==> src/rtl/imem_responder_pkg.sv <==
// -----------------------------------------------------------------------------
// imem_responder_pkg
// Shared definitions for the IF<->IMEM responder:
//   - address/data widths and the word stride used for sequential prefetch
//   - fetch-side request/response structs (type_if2imem_s / type_imem2if_s)
//   - responder FSM state encoding
//   - address helpers (word alignment, top-word detection)
// The optional sequential prefetcher is enabled with `define IMEM_PREFETCH_EN.
// -----------------------------------------------------------------------------
package imem_responder_pkg;

  localparam int ADDR_W = 32;
  localparam int DATA_W = 32;

  localparam logic [ADDR_W-1:0] IMEM_WORD_STRIDE = 32'd4;

  // Fetch stage -> IMEM request
  typedef struct packed {
    logic [ADDR_W-1:0] addr;
    logic              req;
  } type_if2imem_s;

  // IMEM -> fetch stage response
  typedef struct packed {
    logic [DATA_W-1:0] r_data;
    logic              ack;
  } type_imem2if_s;

  typedef enum logic [1:0] {
    IMEM_IDLE    = 2'd0,
    IMEM_DEMAND  = 2'd1,
    IMEM_PF_WAIT = 2'd2,
    IMEM_DRAIN   = 2'd3
  } type_imem_resp_state_e;

  // Clear the byte offset; misaligned fetches are served as the containing word.
  function automatic logic [ADDR_W-1:0] imem_align(input logic [ADDR_W-1:0] addr);
    return addr & {{(ADDR_W-2){1'b1}}, 2'b00};
  endfunction

  // True for the last word of the address space (no successor to prefetch).
  function automatic logic imem_is_top_word(input logic [ADDR_W-1:0] addr);
    return &addr[ADDR_W-1:2];
  endfunction

endpackage

==> src/rtl/imem_responder_if.sv <==
// -----------------------------------------------------------------------------
// imem_responder_if
// Groups the fetch-side handshake and the backing-bus signals of the responder.
//   if2mem_s    : fetch request (addr, req)
//   mem2if_s    : fetch response (r_data, ack)
//   imem_flush_s: buffer invalidate (fence.i / redirect)
//   bus_req_s   : backing bus request, held until bus_ack_s
//   bus_addr_s  : word-aligned bus address
//   bus_ack_s   : one-cycle bus response strobe
//   bus_rdata_s : bus read data, qualified by bus_ack_s
// Modports: slave = the responder, master = fetch stage + bus environment.
// -----------------------------------------------------------------------------
interface imem_responder_if;
  import imem_responder_pkg::*;

  type_if2imem_s     if2mem_s;
  type_imem2if_s     mem2if_s;
  logic              imem_flush_s;
  logic              bus_req_s;
  logic [ADDR_W-1:0] bus_addr_s;
  logic              bus_ack_s;
  logic [DATA_W-1:0] bus_rdata_s;

  modport slave (
    input  if2mem_s, imem_flush_s, bus_ack_s, bus_rdata_s,
    output mem2if_s, bus_req_s, bus_addr_s
  );

  modport master (
    output if2mem_s, imem_flush_s, bus_ack_s, bus_rdata_s,
    input  mem2if_s, bus_req_s, bus_addr_s
  );

endinterface

==> src/rtl/imem_resp_buf.sv <==
// -----------------------------------------------------------------------------
// imem_resp_buf
// One-entry tagged response buffer with hit comparator.
// Ports:
//   clk, rst       : clock, synchronous active-high reset
//   lookup_req_s   : fetch request qualifier for the hit
//   lookup_addr_s  : word-aligned fetch address
//   inval_s        : invalidate (highest priority after reset)
//   fill_s         : load tag/data and mark valid
//   fill_tag_s     : tag of the filled word (in-flight bus address)
//   fill_data_s    : filled word
//   consume_s      : entry was acked this cycle, drop it
//   hit_s          : request matches a valid entry (combinational)
//   data_s         : stored word (registered)
// A fill beats a same-cycle consume so a new word is not lost when the old
// entry is acked in the cycle its successor arrives.
// -----------------------------------------------------------------------------
module imem_resp_buf
  import imem_responder_pkg::*;
(
  input  logic              clk,
  input  logic              rst,
  input  logic              lookup_req_s,
  input  logic [ADDR_W-1:0] lookup_addr_s,
  input  logic              inval_s,
  input  logic              fill_s,
  input  logic [ADDR_W-1:0] fill_tag_s,
  input  logic [DATA_W-1:0] fill_data_s,
  input  logic              consume_s,
  output logic              hit_s,
  output logic [DATA_W-1:0] data_s
);

  logic              valid_r;
  logic [ADDR_W-1:0] tag_r;
  logic [DATA_W-1:0] data_r;

  // Entry state update: reset > invalidate > fill > consume.
  always_ff @(posedge clk) begin
    if (rst) begin
      valid_r <= 1'b0;
      tag_r   <= {ADDR_W{1'b0}};
      data_r  <= {DATA_W{1'b0}};
    end else if (inval_s) begin
      valid_r <= 1'b0;
    end else if (fill_s) begin
      valid_r <= 1'b1;
      tag_r   <= fill_tag_s;
      data_r  <= fill_data_s;
    end else if (consume_s) begin
      valid_r <= 1'b0;
    end
  end

  // Hit comparator and data output.
  always_comb begin
    hit_s  = lookup_req_s & valid_r & (tag_r == lookup_addr_s);
    data_s = data_r;
  end

endmodule

==> src/rtl/imem_responder.sv <==
// -----------------------------------------------------------------------------
// imem_responder
// Responder end of the IF<->IMEM interface. Fetch requests hit a one-entry
// tagged buffer; misses are serviced over a single-outstanding req/ack bus.
// Ports:
//   clk   : clock, all state on posedge
//   rst   : synchronous reset, active-high
//   imem  : imem_responder_if.slave (fetch req/resp, flush, backing bus)
// Build option: `define IMEM_PREFETCH_EN adds a sequential prefetcher that
// launches A+4 after each ack of A (PF_WAIT state). Without it PF_WAIT is
// never entered and the FSM waits in IDLE for the next miss.
// Fetch ack is a combinational hit on the buffer; r_data comes straight from
// the buffer register, so nothing on the bus side reaches the fetch outputs
// combinationally.
// -----------------------------------------------------------------------------
module imem_responder
  import imem_responder_pkg::*;
(
  input  logic            clk,
  input  logic            rst,
  imem_responder_if.slave imem
);

  type_imem_resp_state_e state_r;
  logic                  bus_req_r;
  logic [ADDR_W-1:0]     bus_addr_r;
  logic                  discard_r;   // flush hit the in-flight transfer

  logic [ADDR_W-1:0]     a_al_s;
  logic                  hit_s;
  logic                  ack_s;
  logic                  fill_s;
  logic                  addr_moved_s;
  logic [DATA_W-1:0]     buf_data_s;

  // Fetch-side decode: aligned address, ack, and bus fill qualification.
  always_comb begin
    a_al_s       = imem_align(imem.if2mem_s.addr);
    ack_s        = hit_s & ~imem.imem_flush_s;
    addr_moved_s = imem.if2mem_s.req & (a_al_s != bus_addr_r);
    if (state_r != IMEM_IDLE) begin
      // A bus_ack in IDLE is a leftover from before reset and is dropped.
      fill_s = imem.bus_ack_s & ~discard_r;
    end else begin
      fill_s = 1'b0;
    end
  end

  imem_resp_buf u_buf (
    .clk           (clk),
    .rst           (rst),
    .lookup_req_s  (imem.if2mem_s.req),
    .lookup_addr_s (a_al_s),
    .inval_s       (imem.imem_flush_s),
    .fill_s        (fill_s),
    .fill_tag_s    (bus_addr_r),
    .fill_data_s   (imem.bus_rdata_s),
    .consume_s     (ack_s),
    .hit_s         (hit_s),
    .data_s        (buf_data_s)
  );

  // Responder FSM and backing-bus driver.
  always_ff @(posedge clk) begin
    if (rst) begin
      state_r    <= IMEM_IDLE;
      bus_req_r  <= 1'b0;
      bus_addr_r <= {ADDR_W{1'b0}};
      discard_r  <= 1'b0;
    end else begin
      case (state_r)
        IMEM_IDLE: begin
          if (imem.imem_flush_s) begin
            state_r <= IMEM_IDLE;
          end else if (ack_s) begin
`ifdef IMEM_PREFETCH_EN
            if (!imem_is_top_word(a_al_s)) begin
              bus_req_r  <= 1'b1;
              bus_addr_r <= a_al_s + IMEM_WORD_STRIDE;
              state_r    <= IMEM_PF_WAIT;
            end
`endif
          end else if (imem.if2mem_s.req) begin
            // Not flushed and no hit: this is a demand miss.
            bus_req_r  <= 1'b1;
            bus_addr_r <= a_al_s;
            state_r    <= IMEM_DEMAND;
          end
        end

`ifdef IMEM_PREFETCH_EN
        IMEM_DEMAND, IMEM_PF_WAIT: begin
`else
        IMEM_DEMAND: begin
`endif
          if (imem.bus_ack_s) begin
            // Same-cycle flush is handled by the buffer's invalidate priority.
            bus_req_r <= 1'b0;
            discard_r <= 1'b0;
            state_r   <= IMEM_IDLE;
          end else if (imem.imem_flush_s) begin
            discard_r <= 1'b1;
            state_r   <= IMEM_DRAIN;
          end else if (addr_moved_s) begin
            // Transfer is never aborted; let it land under its own tag.
            state_r <= IMEM_DRAIN;
          end
        end

        IMEM_DRAIN: begin
          if (imem.bus_ack_s) begin
            bus_req_r <= 1'b0;
            discard_r <= 1'b0;
            state_r   <= IMEM_IDLE;
          end else if (imem.imem_flush_s) begin
            discard_r <= 1'b1;
          end
        end

        default: begin
          bus_req_r <= 1'b0;
          discard_r <= 1'b0;
          state_r   <= IMEM_IDLE;
        end
      endcase
    end
  end

  // Drive interface outputs.
  always_comb begin
    imem.mem2if_s.ack    = ack_s;
    imem.mem2if_s.r_data = buf_data_s;
    imem.bus_req_s       = bus_req_r;
    imem.bus_addr_s      = bus_addr_r;
  end

endmodule

==> src/flat_wrapper.sv <==
// flat-port wrapper written by rule: the top's interface ports become plain ports
module imem_responder_flat import imem_responder_pkg::*;
  (clk, rst, imem_if2mem_s, imem_imem_flush_s, imem_bus_ack_s, imem_bus_rdata_s, imem_mem2if_s, imem_bus_req_s, imem_bus_addr_s);
  imem_responder_if imem_i ();
  input  logic clk;
  input  logic rst;
  input wire logic [$bits(imem_i.if2mem_s)-1:0] imem_if2mem_s;
  input wire logic [$bits(imem_i.imem_flush_s)-1:0] imem_imem_flush_s;
  input wire logic [$bits(imem_i.bus_ack_s)-1:0] imem_bus_ack_s;
  input wire logic [$bits(imem_i.bus_rdata_s)-1:0] imem_bus_rdata_s;
  output wire logic [$bits(imem_i.mem2if_s)-1:0] imem_mem2if_s;
  output wire logic [$bits(imem_i.bus_req_s)-1:0] imem_bus_req_s;
  output wire logic [$bits(imem_i.bus_addr_s)-1:0] imem_bus_addr_s;
  assign imem_i.if2mem_s = imem_if2mem_s;
  assign imem_i.imem_flush_s = imem_imem_flush_s;
  assign imem_i.bus_ack_s = imem_bus_ack_s;
  assign imem_i.bus_rdata_s = imem_bus_rdata_s;
  assign imem_mem2if_s = imem_i.mem2if_s;
  assign imem_bus_req_s = imem_i.bus_req_s;
  assign imem_bus_addr_s = imem_i.bus_addr_s;
  imem_responder u_core (.clk(clk), .rst(rst), .imem(imem_i));
endmodule
==> config.mk <==
export PLATFORM = sky130hd
export DESIGN_NAME = imem_responder_flat
export DESIGN_NICKNAME = d
export VERILOG_FILES = /design/src/rtl/imem_responder_pkg.sv /design/src/rtl/imem_responder_if.sv /design/src/rtl/imem_resp_buf.sv /design/src/rtl/imem_responder.sv /design/src/flat_wrapper.sv
export SDC_FILE = /design/constraint.sdc
export NUM_CORES = 1
export LEC_CHECK = 0
export ABC_AREA = 1
export CORE_MARGIN = 2
export CORE_UTILIZATION = 43
export CTS_BUF_LIST = sky130_fd_sc_hd__clkbuf_4 sky130_fd_sc_hd__clkbuf_8 sky130_fd_sc_hd__clkbuf_16
export DETAILED_ROUTE_END_ITERATION = 10
export MAX_ROUTING_LAYER = met4
export PLACE_DENSITY = 0.76
export SETUP_SLACK_MARGIN = 0.15
export SYNTH_ARGS = -nofsm -noshare
export SYNTH_HDL_FRONTEND = slang
export SYNTH_SLANG_ARGS = --single-unit
==> constraint.sdc <==
create_clock -name clk -period 1.45 [get_ports clk]
set_input_delay 0.145 -clock clk [delete_from_list [all_inputs] [get_ports clk]]
set_output_delay 0.145 -clock clk [all_outputs]
set_load 0.1 [all_outputs]
==> impl_metrics.yaml <==
outcome:
  status: "finished, violations left"
  violations: "setup timing"
worst_setup_path:
  cp.depth: 7
  cp_max_fo: 2
  crit_type: "reg2out"
  arrival_ps: 2270
  worstRegToRegCells: 15
  start_kind: "flop"
  endpoint_kind: "primary output"
  crit_chain: "inv_1, nand2_1, o21ai_0, nor4b_2, nand4_1, nor2_2, buf_12"
  critPathBufInv: 2
  cp_top_family: "simple AND/OR/NAND/NOR gates"
  slowest_delay_ps: 380
  worst_ep_required_time_ps: 1310
  cp_slowest_cell: "nor4b_2"
global_routing:
  track_usage_pct: 34.6
  grt_pass1_wl_um: 30300
  antenna_found_initial: 1
  grt_pass1_vias: 6071
  grt_overflow: 0
  grt_max_degree: 73
place:
  hpwl_um: 10700
  gp_congestion: 0.856
  dpl_worst_slack_ps: -644
  port-buffer-count: 130
sta:
  clock_skew_ps: 26.7
  worst_pin_slew_ps: 1070
  finalCriticalPeriod_ps: 2410
  finalCritPeriodShare_pct: 166
  max_freq_mhz: 414
  finalHoldViolCount: 0
  layout_setup_ws_ps: -963
  drv_slew: 0
  relSlewSlack_pct: 28.8
  rsz0062_at_grt: "yes"
  setup_viol: 81
floorplanning:
  num_io_pins: 135
  core_region_area_sq_mm: 0.0104
  rows: 37
  die-area_sq_mm: 0.0117
  die_h_um: 108
  start_util_pct: 44.6
  die_w_um: 108
yosys:
  synth_seq_cells: 97
  synthDistinctLibCells: 29
  ys_warn_count: 0
  synth-simple-area-share_pct: 28.9
  netlist_instances: 680
  synth_compound_area_share_pct: 14.1
  synth_top_family_by_area: "simple AND/OR/NAND/NOR gates"
  seq_area_frac_synth_pct: 41.8
  synthXorXnorAreaFrac_pct: 5.46
  avgSynthCellArea_sq_um: 6.84
  synth_area_sq_mm: 0.00465
  muxShareOfSynthArea_pct: 0
  synthAdderAreaFrac_pct: 0
route:
  wirelength_met1_um: 8750
  drc: 0
  dr.pass1.iters: 6
  dr_total_vias: 6442
  highest_layer: "met4"
  ant_nets: 0
  viasPerCell: 6.16
  met2_length_um: 12300
  wirelength_um: 26400
  wl_met3_um: 3050
  drt_iter0_drc: 928
  drt-wirelength-per-cell_um: 25.3
power:
  ir_worst_vdd_v: 0.000574
  leakagePower_uw: 0.00383
  power_density_mw_per_mm2: 797
cells_and_area:
  layout-drive-gt1-share_pct: 49.9
  fillers: 387
  utilization_pct: 90.5
  synthToLayoutAreaGrowth_pct: 103
  layout.nets: 973
cts:
  cts_max_level: 3
  cts_tree: "done"
  clock_path_buffers: 2
  clkSinkCount: 97
  cts.clk_slew.worst_paths_ps: 120
  clk_latency_ps: 410
  cts_made_buffers: 9
  cts_root_buffer: "clkbuf_8"
min_path:
  hold_class: "in2reg"
  hold_depth: 3
run:
  cap_violations: 0
-- final timing paths --
kind	start	endpoint	slack [ps]
worst min register to register	u_core.u_buf.tag_r[28]$_SDFFE_PP0P_	u_core.u_buf.tag_r[28]$_SDFFE_PP0P_	490
worst min-delay path	imem_if2mem_s[14]	u_core.imem.bus_addr_s[13]$_SDFFE_PP0P_	80
worst max register to register	u_core.u_buf.tag_r[5]$_SDFFE_PP0P_	u_core.imem.bus_addr_s[22]$_SDFFE_PP0P_	-750
worst max-delay path	u_core.u_buf.tag_r[27]$_SDFFE_PP0P_	imem_mem2if_s[0]	-960
-- metrics by stage --
stage	TNS (ps)	hold WS [ps]	instances	area [sq um]	power [uW]
3_5_place_dp	-28960	466	982	7320	4820
6_report	-26060	77.2	1046	9430	7520
3_3_place_gp	-24940	455	982	7320	4780
4_1_cts	-9310	184	1021	8290	6790
2_1_floorplan	0	224	681	4830	3970
5_1_grt	-28750	89.6	1046	9430	7670
-- metal layers --
| metal | track usage [%] | vias up |
|---|---|---|
| met5 | - | - |
| met4 | 22.4 | 0 |
| met3 | 9.83 | 227 |
| met2 | 56.4 | 559 |
| met1 | 36.8 | 3022 |
| li1 | - | 2634 |
-- state kept, by name, summed over array words and instances, names as in the netlist --
| name | count |
|---|---|
| u_core.u_buf.data_s | 32 |
| u_core.u_buf.valid_r | 1 |
| u_core.discard_r | 1 |
| u_core.imem.bus_addr_s | 30 |
| u_core.u_buf.tag_r | 30 |
| u_core.state_r | 2 |
| u_core.imem.bus_req_s | 1 |
-- report_power, final --
part	total (uW)	internal (uW)	switching, uW
registers	2950	2760	189
logic	2690	1100	1600
clock network	1880	769	1110
total	7520	4620	2890
-- logic make-up (layout without fill, tap and decap cells) --
logic type,Yosys count,in the layout
simple gates,324,325
compound gates,124,124
buf+inv,105,332
flops,97,97
other cells,1,3
xor+xnor,29,29
-- worst register-to-register path: cells and delay by family (launching register included) --
kind	cells	cell delay [ps]
compound gates	1	60
simple gates	9	1060
buf+inv	5	540
flops	1	370
-- cell usage in the layout (no fill, tap or decap), drive strengths merged, types with 4 or more instances in the layout --
cell type and instances:
nand2 210, buf 170, a21oi 97, dfxtp 97, inv 72, clkdlybuf4s50 61
nand3 50, nor2 47, xnor2 25, o21ai 24, clkbuf 21, nand4 10
xor2 4, clkinv 4
-- cell type report --
| class | count | area, sq um | share of cell area (%) |
|---|---|---|---|
| Multi-Input combinational cell | 480 | 3330 | 35.4 |
| Timing Repair Buffer | 244 | 3320 | 35.2 |
| Sequential cell | 97 | 2070 | 22.0 |
| Inverter | 69 | 275 | 2.92 |
| Tap cell | 136 | 170 | 1.80 |
| Clock buffer | 12 | 164 | 1.74 |
| Timing Repair inverter | 3 | 66.3 | 0.703 |
| Clock inverter | 4 | 25.0 | 0.265 |
| Antenna cell | 1 | 2.50 | 0.0265 |
-- synthesized netlist by cell type --
| cell type | count | share of area [%] |
|---|---|---|
| buf_4 | 3 | 0.48 |
| nor2_2 | 1 | 0.13 |
| inv_2 | 2 | 0.16 |
| nor3_2 | 1 | 0.22 |
| and3_1 | 1 | 0.13 |
| dfxtp_1 | 97 | 42 |
| xor2_1 | 4 | 0.75 |
| buf_6 | 6 | 1.5 |
| or2_1 | 1 | 0.13 |
| nor3_1 | 2 | 0.22 |
| nor2_1 | 46 | 3.7 |
| o2111ai_1 | 3 | 0.57 |
| o21ai_0 | 23 | 2.5 |
| nand3_1 | 49 | 5.3 |
| nand2_2 | 1 | 0.13 |
| buf_2 | 1 | 0.11 |
| nand2_1 | 208 | 17 |
| nor4b_1 | 1 | 0.19 |
| nor4_1 | 2 | 0.27 |
| clkbuf_1 | 25 | 2.0 |
| a21oi_2 | 6 | 1.1 |
| nand4_1 | 10 | 1.3 |
| xnor2_1 | 25 | 4.7 |
| a21oi_1 | 91 | 9.8 |
| o21ai_1 | 1 | 0.11 |
| inv_1 | 67 | 5.4 |
| nand3_4 | 1 | 0.38 |
| buf_1 | 1 | 0.081 |
| conb_1 | 1 | 0.081 |
-- repair_timing --
action | 4_1_cts | 5_1_grt
hold endpoints to repair | 0 | 0
hold buffers | 0 | 0
gates cloned | 8 | 16
endpoints found under the setup margin | 77 | 93
gates resized for setup | 128 | 205
pin swaps | 41 | 49
setup buffers | 15 | 8
Note: power is estimated with default switching activity, not from simulation.
